`src/rtl/aes_pkg.sv`:
```
// Shared AES-128 round helpers: GF(2^8) xtime, ShiftRows, MixColumns and byte/column indexing.
// Used by the forward round stage and the InvMix stage.
package aes_pkg;

   localparam int         STATE_W  = 128;
   localparam logic [7:0] AES_POLY = 8'h1B;

   typedef enum logic [1:0] {
      SKID_EMPTY = 2'd0,
      SKID_ONE   = 2'd1,
      SKID_FULL  = 2'd2
   } skid_state_e;

   // State byte k = s[r][c] with k = r + 4c, byte 0 in the MSBs.
   function automatic int byte_idx(input int r, input int c);
      return r + 4 * c;
   endfunction

   function automatic logic [7:0] get_byte(input logic [STATE_W-1:0] st, input int k);
      return st[STATE_W-1-8*k -: 8];
   endfunction

   function automatic logic [31:0] get_col(input logic [STATE_W-1:0] st, input int c);
      return st[STATE_W-1-32*c -: 32];
   endfunction

   function automatic logic [7:0] xtime(input logic [7:0] x, input logic [7:0] poly);
      return {x[6:0], 1'b0} ^ (x[7] ? poly : 8'h00);
   endfunction

   function automatic logic [STATE_W-1:0] shift_rows(input logic [STATE_W-1:0] st);
      logic [STATE_W-1:0] res;
      res = '0;
      for (int c = 0; c < 4; c++) begin
         for (int r = 0; r < 4; r++) begin
            res[STATE_W-1-8*byte_idx(r, c) -: 8] = get_byte(st, byte_idx(r, (c + r) % 4));
         end
      end
      return res;
   endfunction

   // Column packed row 0 in the MSBs.
   function automatic logic [31:0] mix_column(input logic [31:0] col, input logic [7:0] poly);
      logic [7:0] t0, t1, t2, t3;
      logic [7:0] d0, d1, d2, d3;
      t0 = col[31:24];
      t1 = col[23:16];
      t2 = col[15:8];
      t3 = col[7:0];
      d0 = xtime(t0, poly);
      d1 = xtime(t1, poly);
      d2 = xtime(t2, poly);
      d3 = xtime(t3, poly);
      return {d0 ^ d1 ^ t1 ^ t2 ^ t3,
              t0 ^ d1 ^ d2 ^ t2 ^ t3,
              t0 ^ t1 ^ d2 ^ d3 ^ t3,
              d0 ^ t0 ^ t1 ^ t2 ^ d3};
   endfunction

endpackage

```
`src/rtl/aes_mix_column.sv`:
```
// One MixColumns column, purely combinational; row 0 in the MSBs.
module aes_mix_column
   import aes_pkg::*;
#(
   parameter logic [7:0] POLY = AES_POLY
) (
   input  logic [31:0] col_i,
   output logic [31:0] col_o
);

   assign col_o = mix_column(col_i, POLY);

endmodule

```
`src/rtl/shift_mix_addkey.sv`:
```
// AES round stage: ShiftRows, MixColumns (bypassed on the last round), AddRoundKey; one-cycle latency.
// Two-entry skid buffer keeps IN_READY on a flop, so OUT_READY never reaches IN_READY combinationally.
module shift_mix_addkey
   import aes_pkg::*;
#(
   parameter int         DATA_W  = 128,
   parameter logic [7:0] MC_POLY = AES_POLY
) (
   input  logic              clk,
   input  logic              rst,
   input  logic              IN_VALID,
   output logic              IN_READY,
   input  logic [DATA_W-1:0] IN_DATA,
   input  logic [DATA_W-1:0] ROUND_KEY,
   input  logic              LAST_ROUND,
   output logic              OUT_VALID,
   input  logic              OUT_READY,
   output logic [DATA_W-1:0] OUT_DATA
);

   if (DATA_W != STATE_W) begin : g_bad_width
      $error("shift_mix_addkey supports only DATA_W = 128");
   end

   logic [DATA_W-1:0] sr_dat;
   logic [DATA_W-1:0] mc_dat;
   logic [DATA_W-1:0] rnd_dat;

   assign sr_dat = shift_rows(IN_DATA);

   for (genvar c = 0; c < 4; c++) begin : g_col
      aes_mix_column #(
         .POLY (MC_POLY)
      ) u_mix_column (
         .col_i (sr_dat[DATA_W-1-32*c -: 32]),
         .col_o (mc_dat[DATA_W-1-32*c -: 32])
      );
   end

   assign rnd_dat = (LAST_ROUND ? sr_dat : mc_dat) ^ ROUND_KEY;

   skid_state_e       state_q, state_d;
   logic [DATA_W-1:0] o_dat_q, o_dat_d;
   logic [DATA_W-1:0] s_dat_q, s_dat_d;
   logic              in_rdy_q, in_rdy_d;
   logic              out_vld;
   logic              in_xfer;
   logic              out_xfer;

   assign out_vld  = (state_q != SKID_EMPTY);
   assign in_xfer  = IN_VALID && in_rdy_q;
   assign out_xfer = out_vld && OUT_READY;

   // The round result is only selected on an accepted transfer, so idle-cycle input garbage never lands in state.
   always_comb begin
      state_d = state_q;
      o_dat_d = o_dat_q;
      s_dat_d = s_dat_q;
      case (state_q)
         SKID_EMPTY: begin
            if (in_xfer) begin
               o_dat_d = rnd_dat;
               state_d = SKID_ONE;
            end
         end
         SKID_ONE: begin
            if (in_xfer && out_xfer) begin
               o_dat_d = rnd_dat;
            end else if (in_xfer) begin
               s_dat_d = rnd_dat;
               state_d = SKID_FULL;
            end else if (out_xfer) begin
               state_d = SKID_EMPTY;
            end
         end
         SKID_FULL: begin
            if (out_xfer) begin
               o_dat_d = s_dat_q;
               state_d = SKID_ONE;
            end
         end
         default: begin
            state_d = SKID_EMPTY;
         end
      endcase
      in_rdy_d = (state_d != SKID_FULL);
   end

   always_ff @(posedge clk or posedge rst) begin
      if (rst) begin
         state_q  <= SKID_EMPTY;
         o_dat_q  <= '0;
         s_dat_q  <= '0;
         in_rdy_q <= 1'b1;
      end else begin
         state_q  <= state_d;
         o_dat_q  <= o_dat_d;
         s_dat_q  <= s_dat_d;
         in_rdy_q <= in_rdy_d;
      end
   end

   assign IN_READY  = in_rdy_q;
   assign OUT_VALID = out_vld;
   assign OUT_DATA  = o_dat_q;

endmodule
```
`config.mk`:
```
export PLATFORM = sky130hd
export DESIGN_NAME = shift_mix_addkey
export DESIGN_NICKNAME = d
export VERILOG_FILES = /design/src/rtl/aes_pkg.sv /design/src/rtl/aes_mix_column.sv /design/src/rtl/shift_mix_addkey.sv
export SDC_FILE = /design/constraint.sdc
export NUM_CORES = 1
export LEC_CHECK = 0
export BUFFER_PORTS_ARGS = -buffer_cell sky130_fd_sc_hd__clkbuf_2
export CAP_MARGIN = 10
export CORE_AREA = 5 5 185 204
export DETAILED_ROUTE_END_ITERATION = 10
export DIE_AREA = 0 0 190 209
export PLACE_DENSITY = 0.84
export SLEW_MARGIN = 10
export SYNTH_ARGS = -nofsm -noshare
export SYNTH_HDL_FRONTEND = slang
export SYNTH_HIERARCHICAL = 1
export SYNTH_SLANG_ARGS = --single-unit
```
`constraint.sdc`:
```
create_clock -name clk -period 13.6 [get_ports clk]
set_input_delay 3.4 -clock clk [delete_from_list [all_inputs] [get_ports clk]]
set_output_delay 3.4 -clock clk [all_outputs]
set_load 0.01 [all_outputs]
```
# After elaboration in Yosys (flattened, before gate mapping)
# Cells that the tools add are included.
[totals]
memories = 0
in_bits = 261
output_inout_bits = 130
mem_bits_ro = 0
elab_cells = 127
mem_bits_rw = 0
latchBits = 0
reg_bits = 259
[classes]
n_eq_ne = 6
order_cmp = 0
addsub = 0
reduce_logical = 8
mux = 27
div = 0
bitwise = 82
mul = 0
n_shift = 0
[op_table]
columns = ["op", "n"]
rows = [
  ["bitwise XOR 8 bit", 80],
  ["two-way mux 128 bit", 4],
  ["case mux 128 bit (3 select lines)", 1],
  ["bitwise XOR 128 bit", 1],
  ["two-way mux 5 bit", 16],
  ["two-way mux 2 bit", 5],
  ["!= test 2 bit, second input constant", 4],
  ["case mux 2 bit (3 select lines)", 1],
  ["AND reduction 4 bit", 1],
  ["logical AND 1 bit", 3],
  ["AND reduction 3 bit", 1],
  ["nonzero test 3 bit", 1],
  ["== test 2 x 1 -> 1 bit, second input constant", 1],
  ["== test 2 bit, second input constant", 1],
  ["logical NOT 2 bit", 1],
  ["nonzero test 2 bit", 1],
  ["inverter 1 bit", 1],
]

# Longest topological paths before layout
# Gate-level depths: netlist (run 1).
[logic_depth]
depth_word = 10
ltp_mapped = 7
ltp_nobuf = 5

# By module
# Netlist (run 1), hierarchy kept.
[modules_own_cells]
columns = ["mod", "area_per_inst_um2", "n_inst", "seq_area_each_um2", "cells_per_inst"]
rows = [
  ["shift_mix_addkey", 14217.4, 1, 6482.5, 1361],
  ["aes_mix_column", 1412.6, 4, 0.0, 82],
]

# Worst setup path before layout (run 1)
# Ideal clock, no wire load.
[synth_timing]
path_kind = "input-to-reg"
start = "in IN_DATA[40]"
end = "reg o_dat_q[105], in the netlist OUT_DATA[105]"
setup_time_ns = 0.082
n_path_buf = 1
slack_ns = 8.815
t_arrival_ns = 4.703
path_stages = 6
required_ns = 13.518
path_cell_list = "buf_2 -> xor3_1 -> xnor3_1 -> mux2i_1 -> or3_1 -> a31oi_1"
[synth_via]
elab_chain_len = 8
elab_cells_between_ends = 9
classes_between = "mux: 4; bitwise: 5"
[synth_lines]
columns = ["item", "line_no", "source"]
rows = [
  ["from (decl)", "shift_mix_addkey.sv:13", "input logic [DATA_W-1:0] IN_DATA,"],
  ["bitwise XOR 8 bit *", "aes_pkg.sv:28", "return {x[6:0], 1'b0} ^ (x[7] ? poly : 8'h00);"],
  ["bitwise XOR 8 bit * (3 in a row)", "aes_pkg.sv:56", "t0 ^ t1 ^ d2 ^ d3 ^ t3,"],
  ["named net mc_dat[105]", "shift_mix_addkey.sv:26", "logic [DATA_W-1:0] mc_dat;"],
  ["two-way mux 128 bit *", "shift_mix_addkey.sv:40", "assign rnd_dat = (LAST_ROUND ? sr_dat : mc_dat) ^ ROUND_KEY;"],
  ["bitwise XOR 128 bit *", "shift_mix_addkey.sv:40", ""],
  ["two-way mux 128 bit (on tied branches)", "shift_mix_addkey.sv:67, shift_mix_addkey.sv:61", ""],
  ["case mux 128 bit (3 select lines) *", "shift_mix_addkey.sv:59", "case (state_q)"],
  ["to (signal assigned)", "shift_mix_addkey.sv:97", "o_dat_q <= o_dat_d;"],
  ["to (decl)", "shift_mix_addkey.sv:43", "logic [DATA_W-1:0] o_dat_q, o_dat_d;"],
]
# Mark *: on every way through the listed nets, which the timed path passes. The rest lies on a longest branch. The select of a mux whose other input is x is not followed.
# A chain may end at the register's enable or synchronous reset.

# Final worst setup path (run 1)
[layout_timing]
start = "in LAST_ROUND"
end = "reg o_dat_q[89], in the netlist OUT_DATA[89]"
[layout_via]
elab_chain_len = 4
elab_cells_between_ends = 5
classes_between = "mux: 4; bitwise: 1"
[layout_lines]
columns = ["item", "line_no", "source"]
rows = [
  ["from (decl)", "shift_mix_addkey.sv:15", "input logic LAST_ROUND,"],
  ["two-way mux 128 bit *", "shift_mix_addkey.sv:40", ""],
  ["bitwise XOR 128 bit *", "shift_mix_addkey.sv:40", ""],
  ["two-way mux 128 bit (on tied branches)", "shift_mix_addkey.sv:67, shift_mix_addkey.sv:61", ""],
  ["case mux 128 bit (3 select lines) *", "shift_mix_addkey.sv:59", ""],
]
# Mark *: on every way between the ends. The rest lies on a longest branch, timed or not. The select of a mux whose other input is x is not followed.

==> metrics, run 1 <==
Mapped Cells=between 1500 and 2000; Synth area leader=dfrtp_1; DRC=0; synth-to-layout area growth=13.9%; share of cells above drive strength 1=0.298; largest net degree at the start of global routing=111; Port Buffers=390; most common cell after layout, fill and taps aside=clkbuf_2; hold depth=2; crit share post-route=0.410; Sink Count=259; RSZ-0062 raised after global routing=no; nature of the critical path endpoint=flop; Synth area leaders=dfrtp_1, xnor3_1, xor2_1; status=finished, final reports clean; first-pass GRT wire length=around 90 mm; antenna viol nets, final=0; clk_lat worst skew=550 ps; core area=35700 µm²; Unique masters post-synth=35; Rows=73; initial antenna violation count=4; Num CTS Buffers=28; Rel. slew slack=0.283; fin crit period=around 5600 ps; Max clock buf depth=3; setup tns final=0 ps; NetSw=1500 µW; Initial Util=0.556; DIE AREA=between 30000 and 40000 µm²; post_cts resized=0; io pins=391; vias in the first global route=15600; grt ovf=0; R2R Setup Slk=10420 ps; Clock transition at path regs=roughly 60 ps; P per Cell Area=169 nW/µm²; reg2reg end=s_dat_q[13]$_DFFE_PP0P_; register bit total from synthesis=259; synthesized area=a little under 20000 µm²; via-per-instance ratio=6.12; first drt pass iteration count=6; peak supply drop=approximately 0.11 mV; Nets=2227; Die Width=190 µm; DR vias=15100; Switching Fraction=0.393; Yosys top cell area share=0.325; Hold Crit Class=reg -> reg; max_cap viols=0; Area after DPL=21700 µm²; final core occ=0.634; Worst-Margin Slew=1070 ps; commonest cells after routing, fill and taps aside=clkbuf_2, dfrtp_1, o21ai_0; critical path class=in -> reg; Final Cell Area=22600 µm²; initial drt markers=between 1000 and 1500; Reg2Reg Depth=4; Critical R2R Launch=state_q[1]$_DFF_PP0_; Post-Syn Area per Cell=~12 µm²; Placed Cells=about 2400; clock share of power=0.207; # setup viols final=0; Clock Skew=between 10 and 15 ps; RD Place Congestion=0.943; Yosys Warn Count=6; TritonCTS clock tree=done; Internal Power=between 2000 and 2500 µW; wire length per cell=between 20 and 25 µm; Post-Layout Cell Count=about 2500; GRT Total Usage=0.282; Hold Path Sink=s_dat_q[27]$_DFFE_PP0P_; Fillers=2772; Arr. time, crit path=5960 ps; startpoint types=input pin; critical path fanouts, max=between 60 and 70; LEAKAGE=roughly 0.011 µW; Comb power frac=0.432; Die H=209 µm; max-slew violations=0; cts hold-fix bufs=0; Seq pwr share=0.362; total power=3820 µW; Max Freq=179 MHz; Hold Vio Cnt, Final=0; HPWL after DPL=around 40 mm; post-CTS setup buffers=0; Worst Hold Launch=s_dat_q[27]$_DFFE_PP0P_; Root Driver=clkbuf_16; Routed WL=just under 60 mm; WP data required=around 14000 ps; H-tree levels=1; Seq/Total Area, Yosys=0.326; syn nets=1950
==> critical path, cell delays in order <==
cell and delay [ps]:
buf_6 580, buf_4 940, mux2i_1 380, xor2_1 280, a211oi_1 130
==> sequential cells by signal, summed over array words and instances (netlist names) <==
name,flops
OUT_DATA,128
s_dat_q,128
state_q,2
IN_READY,1
==> worst max path at each step <==
stage               start                  endpoint  slack, ps
2_1_floorplan         rst   OUT_DATA[0]$_DFFE_PP0P_       3070
3_3_place_gp   LAST_ROUND   s_dat_q[37]$_DFFE_PP0P_       7580
3_5_place_dp     IN_VALID   s_dat_q[13]$_DFFE_PP0P_       7520
4_1_cts          IN_VALID   s_dat_q[13]$_DFFE_PP0P_       8110
5_1_grt        LAST_ROUND   s_dat_q[58]$_DFFE_PP0P_       7980
6_report       LAST_ROUND  OUT_DATA[89]$_DFFE_PP0P_       8020
==> through the flow <==
step,worst slack (ps),hold WS (ps)
finish,8020,506
global route,7980,533
CTS,8110,511
detailed placement,7520,498
global placement,7580,489
floorplan,3070,475
==> power groups by stage <==
stage                     combinational, µW  sequential, µW  clock [µW]
after global routing                   1790            1420         836
after CTS                              1650            1380         801
after global placement                 1590            1360           0
final                                  1650            1380         791
after detailed placement               1640            1380           0
after floorplan                        1050            1410           0
==> cell type report <==
class                   instances  area, µm²  area share
diodes                          2       5.00    0.000221
clock buffers                  34        785      0.0347
clock inverters                14        158     0.00697
inverters                       1       11.3    0.000498
multi-input cells            1270      12500       0.552
flip-flops and latches        259       6480       0.286
well taps                     487        609      0.0269
repair buffers                406       2080      0.0918
==> synthesized netlist by cell type, drive strengths merged <==
cell	number
dfrtp	258
o21ai	256
a211oi	230
xor2	184
xnor3	140
mux2i	129
nor2	103
buf	97
xnor2	72
clkbuf	62
xor3	36
o22ai	27
a31oi	26
nand3	26
or3	26
nand2	3
a21oi	2
and3b	2
nand2b	2
nand3b	2
nor2b	2
a21o	1
dfstp	1
inv	1
or2	1
==> routing by layer <==
metal | GRT usage | wire length [µm] | vias up
li1 | - | - | 6739
met1 | 0.379 | 22700 | 7578
met2 | 0.463 | 28300 | 694
met3 | 0.0510 | 4790 | 126
met4 | 0.0966 | 2070 | 4
met5 | 0 | 29 | -
==> cell families (layout without fill, tap and decap cells) <==
family,after synthesis,after routing,share of synthesized area
AND/OR/NAND/NOR,167,167,0.0381
multiplexers,129,129,0.0650
other,0,2,0
buffers and inverters,160,455,0.0460
AO/OA/AOI/OAI,542,542,0.193
flip-flops,259,259,0.326
XOR/XNOR,432,432,0.331
Note: power is estimated with default switching activity, not from simulation.
==> inputs of run 2 (changes only) <==
--- a/config.mk
+++ b/config.mk
@@ -7,10 +7,10 @@
 export LEC_CHECK = 0
 export BUFFER_PORTS_ARGS = -buffer_cell sky130_fd_sc_hd__clkbuf_2
 export CAP_MARGIN = 10
-export CORE_AREA = 5 5 185 204
+export CORE_AREA = 5 5 193 214
 export DETAILED_ROUTE_END_ITERATION = 10
-export DIE_AREA = 0 0 190 209
-export PLACE_DENSITY = 0.84
+export DIE_AREA = 0 0 198 219
+export PLACE_DENSITY = 0.81
 export SLEW_MARGIN = 10
 export SYNTH_ARGS = -nofsm -noshare
 export SYNTH_HDL_FRONTEND = slang
==> constraint.sdc (replaced) <==
create_clock -name clk -period 4.94 [get_ports clk]
set_input_delay 1.235 -clock clk [delete_from_list [all_inputs] [get_ports clk]]
set_output_delay 1.235 -clock clk [all_outputs]
set_load 0.01 [all_outputs]
==> run 2 against run 1 <==
  * First-iteration DRC count fell by 24%
  * Design area is 1.1% higher
  * Via count shrank 1.5%
  * Register-to-register slack worse by 8100 ps
  * Utilization is 4.4 points lower
  * Worst hold slack better by 0.87 ps
  * Non-clock buffer count increased by 7
  * Worst setup slack got worse by 5900 ps
  * Critical endpoint is now s_dat_q[48]$_DFFE_PP0P_
==> metrics, run 2 (synthesis results as in run 1) <==
footprint of the multi-input gates=12500 µm² (unchanged); startpoint types=input pin; Arr. time, crit path=3250 ps (-2710 ps); register area=6480 µm² (unchanged); share of cells above drive strength 1=0.301 (+0.00302); initial antenna violation count=5 (+1); RD Place Congestion=0.958 (+1.6%); clock share of power=0.222 (+0.015); Max Freq=roughly 360 MHz; Rel. slew slack=0.343 (+0.0592); Max clock buf depth=3 (unchanged); H-tree levels=1 (unchanged); CP delay by family, top=simple AND/OR/NAND/NOR gates; DRC=0 (unchanged); Internal Power=6610 µW (+180%); Area after DPL=21800 µm² (+0.69%); GRT Total Usage=0.261 (-0.0202); peak supply drop=0.304 mV (+170%); setup tns final=0 ps (unchanged); Clock Skew=10.5 ps (-0.316 ps); io pins=391 (unchanged); first-pass GRT wire length=90.2 mm (+0.22%); Hold Crit Class=reg -> reg; Worst-Margin Slew=982 ps (-93.3 ps); Sink Count=259 (unchanged); Routed WL=58.5 mm (+1.2%); Root Driver=clkbuf_16; Initial Util=0.512 (-0.0442); Die Width=198 µm (+4.2%); largest net degree at the start of global routing=135 (+22%); clk_lat worst skew=550 ps (about the same); Largest stage delay, worst path=580 ps (-360 ps); nature of the critical path endpoint=flop; CP Cell Sequence=clkbuf_2, and3b_4, nand2_4, buf_4, o21ai_0; Fillers=3186 (+15%); DR vias=14900 (-1.5%); post-CTS setup buffers=0 (unchanged); Buffers & Inverters on Critical Path=2 (unchanged); grt ovf=0 (unchanged); first drt pass iteration count=6 (unchanged); vias in the first global route=15600 (+0.064%); Switching Fraction=0.387 (-0.00542); cts hold-fix bufs=0 (unchanged); NetSw=4180 µW (+180%); # setup viols final=0 (unchanged); critical path fanouts, max=69 (unchanged); Seq pwr share=0.355 (-0.007); Nets=2234 (+0.31%); synth-to-layout area growth=15.2%; fin crit period=between 2000 and 3000 ps; Hold Vio Cnt, Final=0 (unchanged); antenna viol nets, final=0 (unchanged); Comb power frac=0.423 (-0.009); P per Cell Area=471 nW/µm² (+180%); Hold WS=507 ps (+0.873 ps); post_cts resized=0 (unchanged); Num CTS Buffers=28 (unchanged); wire length per cell=23.4 µm (about the same); Die H=219 µm (+4.8%); Final Cell Area=22900 µm² (+1.1%); via-per-instance ratio=5.96 (-2.7%); status=finished, final reports clean; critical path class=in -> reg; commonest cells after routing, fill and taps aside=clkbuf_2, dfrtp_1, o21ai_0; WP data required=5380 ps (-8600 ps); max_cap viols=0 (unchanged); Clock transition at path regs=60 ps (about the same); DIE AREA=43400 µm² (+9.2%); max-slew violations=0 (unchanged); HPWL after DPL=41.2 mm (+2.9%); Rows=76 (+4.1%); most common cell after layout, fill and taps aside=clkbuf_2; initial drt markers=1125 (-24%); LEAKAGE=0.0112 µW (+0.97%); TritonCTS clock tree=done; core area=38800 µm² (+8.6%); crit share post-route=0.569; RSZ-0062 raised after global routing=no; Port Buffers=390 (unchanged); critical path's slowest cell=and3b_4
run 2: metrics by stage:
step	utilization	cells	total power [µW]	setup WS, ps
6_report	0.590	2502	10800	2130
4_1_cts	0.590	2501	10800	2120
5_1_grt	0.590	2501	11400	2060
3_5_place_dp	0.563	2450	8390	1580
2_1_floorplan	-	1689	6770	292
3_3_place_gp	0.563	2450	8190	1720
run 2: area by class of cell:
cell class	count	share of cell area
antenna	1	0.000109
clock buffer	37	0.0356
sequential	259	0.283
multi-input combinational	1270	0.546
inverter	1	0.000328
timing repair buffer	413	0.0964
tap	507	0.0277
clock inverter	14	0.0104
run 2: per-layer routing:
layer  wire [µm]  vias up  part of all wire  GRT usage
met5          49        -           0.00084          0
met4        2170        8             0.037     0.0902
met3        4740      118             0.081     0.0517
met2       28300      590              0.48      0.432
met1       23300     7445              0.40      0.346
li1            -     6748                 -          -
run 2: power by group through the flow:
stage	Clock, µW	Sequential (µW)	Combinational [µW]
final	2400	3830	4560
after global routing	2510	3920	4980
after CTS	2430	3810	4580
after detailed placement	0	3820	4560
after global placement	0	3790	4400
after floorplan	0	3880	2890
run 2: worst paths after layout:
kind / from / endpoint / slack, ps / depth (start not counted)
worst max-delay path: IN_VALID / s_dat_q[48]$_DFFE_PP0P_ / 2130 / 5
worst min-delay path: s_dat_q[33]$_DFFE_PP0P_ / s_dat_q[33]$_DFFE_PP0P_ / 510 / 2
worst max register to register: IN_READY$_DFF_PP1_ / s_dat_q[48]$_DFFE_PP0P_ / 2310 / 4
worst min register to register: s_dat_q[33]$_DFFE_PP0P_ / s_dat_q[33]$_DFFE_PP0P_ / 510 / 2
max in group asynchronous: rst / OUT_DATA[122]$_DFFE_PP0P_ / 3230 / 3
min in group asynchronous: rst / s_dat_q[34]$_DFFE_PP0P_ / 730 / 2
run 2: worst register-to-register path, delay by kind of cell, from the launching register on:
family,cells,cell delay [ps]
flops,1,600
simple gates,2,1180
compound gates,1,280
buf+inv,1,470
